$ cat src/rtl/sindoku_pkg.sv
// Shared constants for the Sudoku board display: board size, game status
// encodings, glyph codes and active-low seven-segment patterns {g..a}.
package sindoku_pkg;

   localparam int BOARD_DIM = 9;

   localparam logic [4:0] ST_I         = 5'b00001;
   localparam logic [4:0] ST_SOLVE     = 5'b00010;
   localparam logic [4:0] ST_CHECK     = 5'b00100;
   localparam logic [4:0] ST_CORRECT   = 5'b01000;
   localparam logic [4:0] ST_INCORRECT = 5'b10000;

   // Digit glyphs occupy codes 0..9 so a cell value maps straight onto its glyph.
   typedef enum logic [4:0] {
      G_0, G_1, G_2, G_3, G_4, G_5, G_6, G_7, G_8, G_9,
      G_R, G_LC, G_I, G_S, G_UC, G_P, G_F, G_DASH, G_UNDER, G_E, G_BLANK
   } glyph_t;

   localparam logic [6:0] SEG_0     = 7'h40;
   localparam logic [6:0] SEG_1     = 7'h79;
   localparam logic [6:0] SEG_2     = 7'h24;
   localparam logic [6:0] SEG_3     = 7'h30;
   localparam logic [6:0] SEG_4     = 7'h19;
   localparam logic [6:0] SEG_5     = 7'h12;
   localparam logic [6:0] SEG_6     = 7'h02;
   localparam logic [6:0] SEG_7     = 7'h78;
   localparam logic [6:0] SEG_8     = 7'h00;
   localparam logic [6:0] SEG_9     = 7'h10;
   localparam logic [6:0] SEG_R     = 7'h2F;
   localparam logic [6:0] SEG_LC    = 7'h27;
   localparam logic [6:0] SEG_I     = 7'h4F;
   localparam logic [6:0] SEG_S     = 7'h12;
   localparam logic [6:0] SEG_UC    = 7'h46;
   localparam logic [6:0] SEG_P     = 7'h0C;
   localparam logic [6:0] SEG_F     = 7'h0E;
   localparam logic [6:0] SEG_DASH  = 7'h3F;
   localparam logic [6:0] SEG_UNDER = 7'h77;
   localparam logic [6:0] SEG_E     = 7'h06;
   localparam logic [6:0] SEG_BLANK = 7'h7F;

   function automatic glyph_t digit_glyph(input logic [3:0] v);
      return glyph_t'({1'b0, v});
   endfunction

   function automatic logic [6:0] cell_addr(input logic [3:0] r, input logic [3:0] c);
      return 7'(r) * 7'(BOARD_DIM) + 7'(c);
   endfunction

endpackage

$ cat src/rtl/sindoku_glyph.sv
// Glyph code to active-low seven-segment pattern decoder.
module sindoku_glyph
   import sindoku_pkg::*;
(
   input  glyph_t     glyph,
   output logic [6:0] seg
);

   // Pure lookup; unknown codes fall back to a dark digit.
   always_comb begin
      seg = SEG_BLANK;
      case (glyph)
         G_0:     seg = SEG_0;
         G_1:     seg = SEG_1;
         G_2:     seg = SEG_2;
         G_3:     seg = SEG_3;
         G_4:     seg = SEG_4;
         G_5:     seg = SEG_5;
         G_6:     seg = SEG_6;
         G_7:     seg = SEG_7;
         G_8:     seg = SEG_8;
         G_9:     seg = SEG_9;
         G_R:     seg = SEG_R;
         G_LC:    seg = SEG_LC;
         G_I:     seg = SEG_I;
         G_S:     seg = SEG_S;
         G_UC:    seg = SEG_UC;
         G_P:     seg = SEG_P;
         G_F:     seg = SEG_F;
         G_DASH:  seg = SEG_DASH;
         G_UNDER: seg = SEG_UNDER;
         G_E:     seg = SEG_E;
         default: seg = SEG_BLANK;
      endcase
   end

endmodule

$ cat src/rtl/sindoku_board_display.sv
// Multiplexed seven-segment view of the cursor cell: refresh/digit scan,
// one board read per frame, blink timing for empty cells in SOLVE.
//
// state  | meaning
// IDLE   | waiting for frame start
// REQ    | read strobe asserted with the cursor cell address
// WAIT   | counting read latency, data latched on the last cycle
module sindoku_board_display
   import sindoku_pkg::*;
#(
   parameter int DIGIT_PERIOD = 100000,
   parameter int BLINK_FRAMES = 64,
   parameter int READ_LATENCY = 1
) (
   input  logic       Clk,
   input  logic       Reset,
   input  logic [3:0] row,
   input  logic [3:0] col,
   input  logic [4:0] status,
   output logic       cell_rd_en,
   output logic [6:0] cell_rd_addr,
   input  logic [3:0] cell_rd_data,
   output logic [7:0] An,
   output logic [6:0] Ssd,
   output logic       Dp
);

   localparam int RW = $clog2(DIGIT_PERIOD);
   localparam int BW = $clog2(BLINK_FRAMES + 1);
   localparam logic [RW-1:0] REFRESH_LAST = RW'(DIGIT_PERIOD - 1);
   localparam logic [BW-1:0] BLINK_LAST   = BW'(BLINK_FRAMES - 1);
   localparam logic          LAT_LAST     = 1'(READ_LATENCY - 1);

   typedef enum logic [1:0] {S_IDLE, S_REQ, S_WAIT} rd_state_t;

   rd_state_t       state, state_nxt;
   logic [RW-1:0]   refresh_cnt;
   logic [2:0]      dig_idx;
   logic [BW-1:0]   blink_cnt;
   logic            blink_on;
   logic            display_on;
   logic [3:0]      row_s, col_s;
   logic [3:0]      value;
   logic            invalid;
   logic            lat_cnt;
   logic            latch;
   logic            frame_start;
   logic            cursor_ok;
   glyph_t          glyph_sel;
   logic [6:0]      seg_nxt;

   assign frame_start = (refresh_cnt == REFRESH_LAST) && (dig_idx == 3'd7);
   assign cursor_ok   = (row <= 4'd8) && (col <= 4'd8);
   assign Dp          = 1'b1;

   // Per-digit dwell counter and digit scan index.
   always_ff @(posedge Clk or posedge Reset) begin
      if (Reset) begin
         refresh_cnt <= '0;
         dig_idx     <= '0;
      end else if (refresh_cnt == REFRESH_LAST) begin
         refresh_cnt <= '0;
         dig_idx     <= dig_idx + 3'd1;
      end else begin
         refresh_cnt <= refresh_cnt + RW'(1);
      end
   end

   // Frame-rate bookkeeping: cursor snapshot, blink timing, display enable.
   always_ff @(posedge Clk or posedge Reset) begin
      if (Reset) begin
         row_s      <= '0;
         col_s      <= '0;
         blink_cnt  <= '0;
         blink_on   <= 1'b1;
         display_on <= 1'b0;
      end else if (frame_start) begin
         row_s      <= row;
         col_s      <= col;
         display_on <= 1'b1;
         if (blink_cnt == BLINK_LAST) begin
            blink_cnt <= '0;
            blink_on  <= ~blink_on;
         end else begin
            blink_cnt <= blink_cnt + BW'(1);
         end
      end
   end

   // Read FSM state register.
   always_ff @(posedge Clk or posedge Reset) begin
      if (Reset) state <= S_IDLE;
      else       state <= state_nxt;
   end

   // Read FSM next state and strobe decode.
   always_comb begin
      state_nxt  = state;
      cell_rd_en = 1'b0;
      latch      = 1'b0;
      case (state)
         S_IDLE: if (frame_start && cursor_ok) state_nxt = S_REQ;
         S_REQ: begin
            cell_rd_en = 1'b1;
            state_nxt  = S_WAIT;
         end
         S_WAIT: if (lat_cnt == LAT_LAST) begin
            latch     = 1'b1;
            state_nxt = S_IDLE;
         end
         default: state_nxt = S_IDLE;
      endcase
   end

   // Read address, latency counter, latched cell value and invalid flag.
   // The address is loaded from the live cursor at frame start, which is the
   // same value row_s/col_s capture on that edge.
   always_ff @(posedge Clk or posedge Reset) begin
      if (Reset) begin
         cell_rd_addr <= '0;
         lat_cnt      <= 1'b0;
         value        <= '0;
         invalid      <= 1'b0;
      end else begin
         lat_cnt <= (state == S_WAIT) ? lat_cnt + 1'b1 : 1'b0;
         if (state == S_IDLE && frame_start) begin
            if (cursor_ok) cell_rd_addr <= cell_addr(row, col);
            else           invalid      <= 1'b1;
         end
         if (latch) begin
            value   <= cell_rd_data;
            invalid <= 1'b0;
         end
      end
   end

   // Glyph selection for the digit currently being scanned.
   always_comb begin
      glyph_sel = G_BLANK;
      case (dig_idx)
         3'd7: glyph_sel = G_R;
         3'd6: glyph_sel = (row_s > 4'd8) ? G_DASH : digit_glyph(row_s + 4'd1);
         3'd5: glyph_sel = G_LC;
         3'd4: glyph_sel = (col_s > 4'd8) ? G_DASH : digit_glyph(col_s + 4'd1);
         3'd2: begin
            if (invalid)              glyph_sel = G_DASH;
            else if (value > 4'd9)    glyph_sel = G_E;
            else if (value == 4'd0)   glyph_sel = (status == ST_SOLVE && !blink_on) ? G_BLANK : G_UNDER;
            else                      glyph_sel = digit_glyph(value);
         end
         3'd0: begin
            case (status)
               ST_I:         glyph_sel = G_I;
               ST_SOLVE:     glyph_sel = G_S;
               ST_CHECK:     glyph_sel = G_UC;
               ST_CORRECT:   glyph_sel = G_P;
               ST_INCORRECT: glyph_sel = G_F;
               default:      glyph_sel = G_DASH;
            endcase
         end
         default: glyph_sel = G_BLANK;
      endcase
   end

   sindoku_glyph u_glyph (
      .glyph (glyph_sel),
      .seg   (seg_nxt)
   );

   // Anode and segment registers move together; dark until the first frame.
   always_ff @(posedge Clk or posedge Reset) begin
      if (Reset) begin
         An  <= 8'hFF;
         Ssd <= 7'h7F;
      end else if (display_on) begin
         An  <= ~(8'd1 << dig_idx);
         Ssd <= seg_nxt;
      end
   end

endmodule

$ cat config.mk
export PLATFORM = sky130hd
export DESIGN_NAME = sindoku_board_display
export DESIGN_NICKNAME = d
export VERILOG_FILES = /design/src/rtl/sindoku_pkg.sv /design/src/rtl/sindoku_glyph.sv /design/src/rtl/sindoku_board_display.sv
export SDC_FILE = /design/constraint.sdc
export NUM_CORES = 1
export LEC_CHECK = 0
export ABC_CLOCK_PERIOD_IN_PS = 9250
export BUFFER_PORTS_ARGS = -buffer_cell sky130_fd_sc_hd__buf_2
export CAP_MARGIN = 10
export CORE_MARGIN = 2
export CORE_UTILIZATION = 63
export CTS_CLUSTER_SIZE = 10
export DETAILED_ROUTE_END_ITERATION = 8
export MAX_ROUTING_LAYER = met4
export PLACE_DENSITY = 0.85
export SETUP_SLACK_MARGIN = 0.5
export SKIP_CTS_REPAIR_TIMING = 1
export SLEW_MARGIN = 5
export SYNTH_ARGS = -nofsm -noshare
export SYNTH_HDL_FRONTEND = slang
export SYNTH_SLANG_ARGS = --single-unit
$ cat constraint.sdc
create_clock -name Clk -period 9.25 [get_ports Clk]
set_input_delay 0.925 -clock Clk [delete_from_list [all_inputs] [get_ports Clk]]
set_output_delay 0.925 -clock Clk [all_outputs]
set_load 0.01 [all_outputs]
==> results.toml <==
[route]
wire_per_inst_um = 15.34
final_antenna_net_count = 0
vias_per_cell = 5.907
drcViolationCount = 0
num_vias = 2995
drt_iter0_drc = 168
first_pass_iters = 4
routed_wl_um = 7775

[placement]
place.gp.congestion = 0.9077
io_buffer_count = 41
dp_hpwl_um = 5593

[cts]
clk_pin_slew_ns = 0.08
cts_tree = "yes"
ctsLongestPathBuffers = 2
cts.htree.levels = 3
clk_latency_ns = 0.35
clock_sinks = 67
cts_root_buf = "clkbuf_8"
cts_made_buffers = 9

[power]
powerDensity_nw_per_um2 = 143.0
internal_power_uw = 478.7
p_sw_uw = 142.5
p_sw_share_pct = 22.94
worst_ir_drop_vdd_v = 0.0001045
p_seq_share_pct = 48.5
p_leak_nw = 2.131
power_frac_comb_pct = 8.2
power.share.clock_pct = 43.3

[synth]
yosysTopAreaCell = "dfrtp_1"
synth_area_leaders = "dfrtp_1 33%, dfstp_2 11%, ha_1 10%"
synth_nets = 437
syn_area_um2 = 3876
synth_cells = 386
ys_ff_latch = 67
ys_types = 57
synth_ff_type = "dfrtp_1"
synthArstFlopShare_pct = 100.0
avgSynthCellArea_um2 = 10.04
synth_seq_area_share_pct = 43.77
synth_edf_count = 0
ys_warn_count = 0
netlist.area_leader.share_pct = 32.92

[sta]
maxSlewViolCount = 0
fin_crit_ns = 3.597
worstMarginPinSlew_ns = 0.8702
hold_viol = 0
fmax_mhz = 278.0
setup_viol = 0
rsz0062_at_grt = "no"
clock_skew_ns = 0.01064
timing.final.crit_share_pct = 38.88
slew_headroom_pct = 41.55
final.setup.tns_ns = 0

[setup_path]
start_kind = "input port"
cp.arrival_ns = 3.86
crit_type = "in2reg"
endpoint = "Ssd[0]$_DFFE_PP1P_"
worstRegToRegCells = 9
critical_path.endpoint_type = "flop"
regToRegEndpoint = "Ssd[0]$_DFFE_PP1P_"
r2r_slack_ns = 5.76
crit_start = "status[0]"
reg2reg_from = "dig_idx[2]$_DFFE_PP0N_"
critPathRequiredTime_ns = 9.51
cp_max_fo = 7

[floorplanning]
core_area_um2 = 5921
ios = 43
start_util_pct = 65.47
die_h_um = 82.44
rows = 28
die_width_um = 82.44
dieArea_um2 = 6796

[grt]
overflow = 0
grt_pass1_wl_um = 13300
grt_use_total_pct = 26.64
grt_max_degree = 68
grt_pass1_vias = 2989
antenna_found_initial = 0

[cells_and_area]
nets = 478
area_growth_pct = 12.07
drive_gt1_share_pct = 21.06
nFillCells = 431
insertedDiodeCount = 0
fin_util_pct = 73.37

[outcome]
status = "completed"

[min_path]
hp-class = "reg2reg"

[job]
cap_violations = 0
==> cells in the mapped netlist, types with 2 or more instances <==
| library cell | number |
|---|---|
| nand2_1 | 29 |
| ha_1 | 31 |
| nor4_1 | 3 |
| a21oi_1 | 15 |
| a31oi_1 | 6 |
| nand4b_1 | 3 |
| mux2i_1 | 4 |
| nand3b_1 | 3 |
| xor2_1 | 12 |
| and4_1 | 2 |
| o32a_1 | 2 |
| nor4b_1 | 2 |
| nand4_1 | 7 |
| o21ai_0 | 26 |
| a21o_1 | 7 |
| dfrtp_1 | 51 |
| and3_1 | 5 |
| clkbuf_1 | 9 |
| xnor2_1 | 13 |
| and2_1 | 4 |
| o31ai_1 | 4 |
| nand2b_1 | 4 |
| nor2b_1 | 7 |
| o21a_1 | 3 |
| nor2_1 | 37 |
| nor3b_1 | 3 |
| nor3_1 | 5 |
| nand3_1 | 8 |
| a211o_1 | 2 |
| dfstp_2 | 16 |
| inv_1 | 17 |
| a211oi_1 | 7 |
| or3_1 | 5 |
| mux2_2 | 11 |
==> final cells by class <==
| type | instances | area, um^2 | share of cell area [%] |
|---|---|---|---|
| clock inverters | 4 | 73.82 | 1.699 |
| flip-flops and latches | 67 | 1697 | 39.06 |
| clock buffers | 12 | 145.1 | 3.341 |
| well taps | 75 | 93.84 | 2.160 |
| inverters | 17 | 63.81 | 1.469 |
| multi-input cells | 290 | 2058 | 47.38 |
| repair buffers | 42 | 212.7 | 4.896 |
==> power by group through the flow <==
stage / clock (mW) / combinational, mW / sequential [mW]
floorplan: 0 / 0.0320 / 0.307
global placement: 0 / 0.0488 / 0.306
detailed placement: 0 / 0.0508 / 0.306
CTS: 0.273 / 0.0515 / 0.301
global route: 0.287 / 0.0589 / 0.302
finish: 0.269 / 0.0512 / 0.301
==> worst min path at each step <==
stage | from | to | slack [ns] | cells after the start
CTS | An[3]$_DFFE_PP1P_ | An[3]$_DFFE_PP1P_ | 0.47 | 2
global placement | An[3]$_DFFE_PP1P_ | An[3]$_DFFE_PP1P_ | 0.45 | 2
floorplan | blink_cnt[5]$_DFFE_PP0P_ | blink_cnt[5]$_DFFE_PP0P_ | 0.45 | 1
detailed placement | An[3]$_DFFE_PP1P_ | An[3]$_DFFE_PP1P_ | 0.46 | 2
global route | An[3]$_DFFE_PP1P_ | An[3]$_DFFE_PP1P_ | 0.49 | 2
finish | An[3]$_DFFE_PP1P_ | An[3]$_DFFE_PP1P_ | 0.47 | 2
==> cells in the final DEF, fill, tap and decap left out, types with 8 or more instances in the layout <==
cell type	instances
dfstp_2	16
nand3_1	8
clkbuf_8	10
xor2_1	12
o21ai_0	26
ha_1	31
a21oi_1	15
dfrtp_1	51
nor2_1	37
xnor2_1	13
buf_2	41
nand2_1	29
mux2_2	11
inv_1	16
==> metal layers <==
metal	up-vias	wire, um	GRT usage (%)
met5	-	0	-
met4	0	180	13.00
met3	26	357	5.870
met2	71	3972	44.27
met1	1442	3264	30.51
li1	1456	-	-
==> critical path, cell delays in order <==
cell and delay (ns):
buf_2 0.13, nor4b_1 0.56, a21o_1 0.18, a21boi_0 0.07, o311ai_1 0.72, inv_1 0.25, ha_1 0.39, and4_1 0.20
o21a_1 0.21, a211oi_1 0.22
==> cell families (layout without fill, tap and decap cells) <==
family,count (synthesis),after routing,synth area share (%)
compound gates,81,81,13.43
xor+xnor,25,25,5.649
fa+ha+maj,32,32,10.52
buf+inv,29,75,3.131
flops,67,67,43.77
mux,16,16,4.616
other cells,1,1,0.09674
simple gates,135,135,18.79
==> sequential cells by signal, summed over array words and instances (netlist names), 2 cells and up <==
name,flops
dig_idx,3
row_s,4
refresh_cnt,17
col_s,4
Ssd,7
blink_cnt,7
cell_rd_addr,7
An,8
state,2
value,4
==> per-stage QoR <==
| step | cell area [um^2] | instances | hold WS [ns] | worst slack (ns) | total power, mW |
|---|---|---|---|---|---|
| 2_1_floorplan | 3876 | 386 | 0.4460 | 5.872 | 0.3392 |
| 3_3_place_gp | 4125 | 491 | 0.4531 | 5.432 | 0.3547 |
| 3_5_place_dp | 4125 | 491 | 0.4580 | 5.296 | 0.3572 |
| 4_1_cts | 4344 | 507 | 0.4746 | 5.651 | 0.6251 |
| 5_1_grt | 4344 | 507 | 0.4918 | 5.292 | 0.6480 |
| 6_report | 4344 | 507 | 0.4725 | 5.653 | 0.6211 |
No activity file was read; power rests on OpenSTA's default activity.
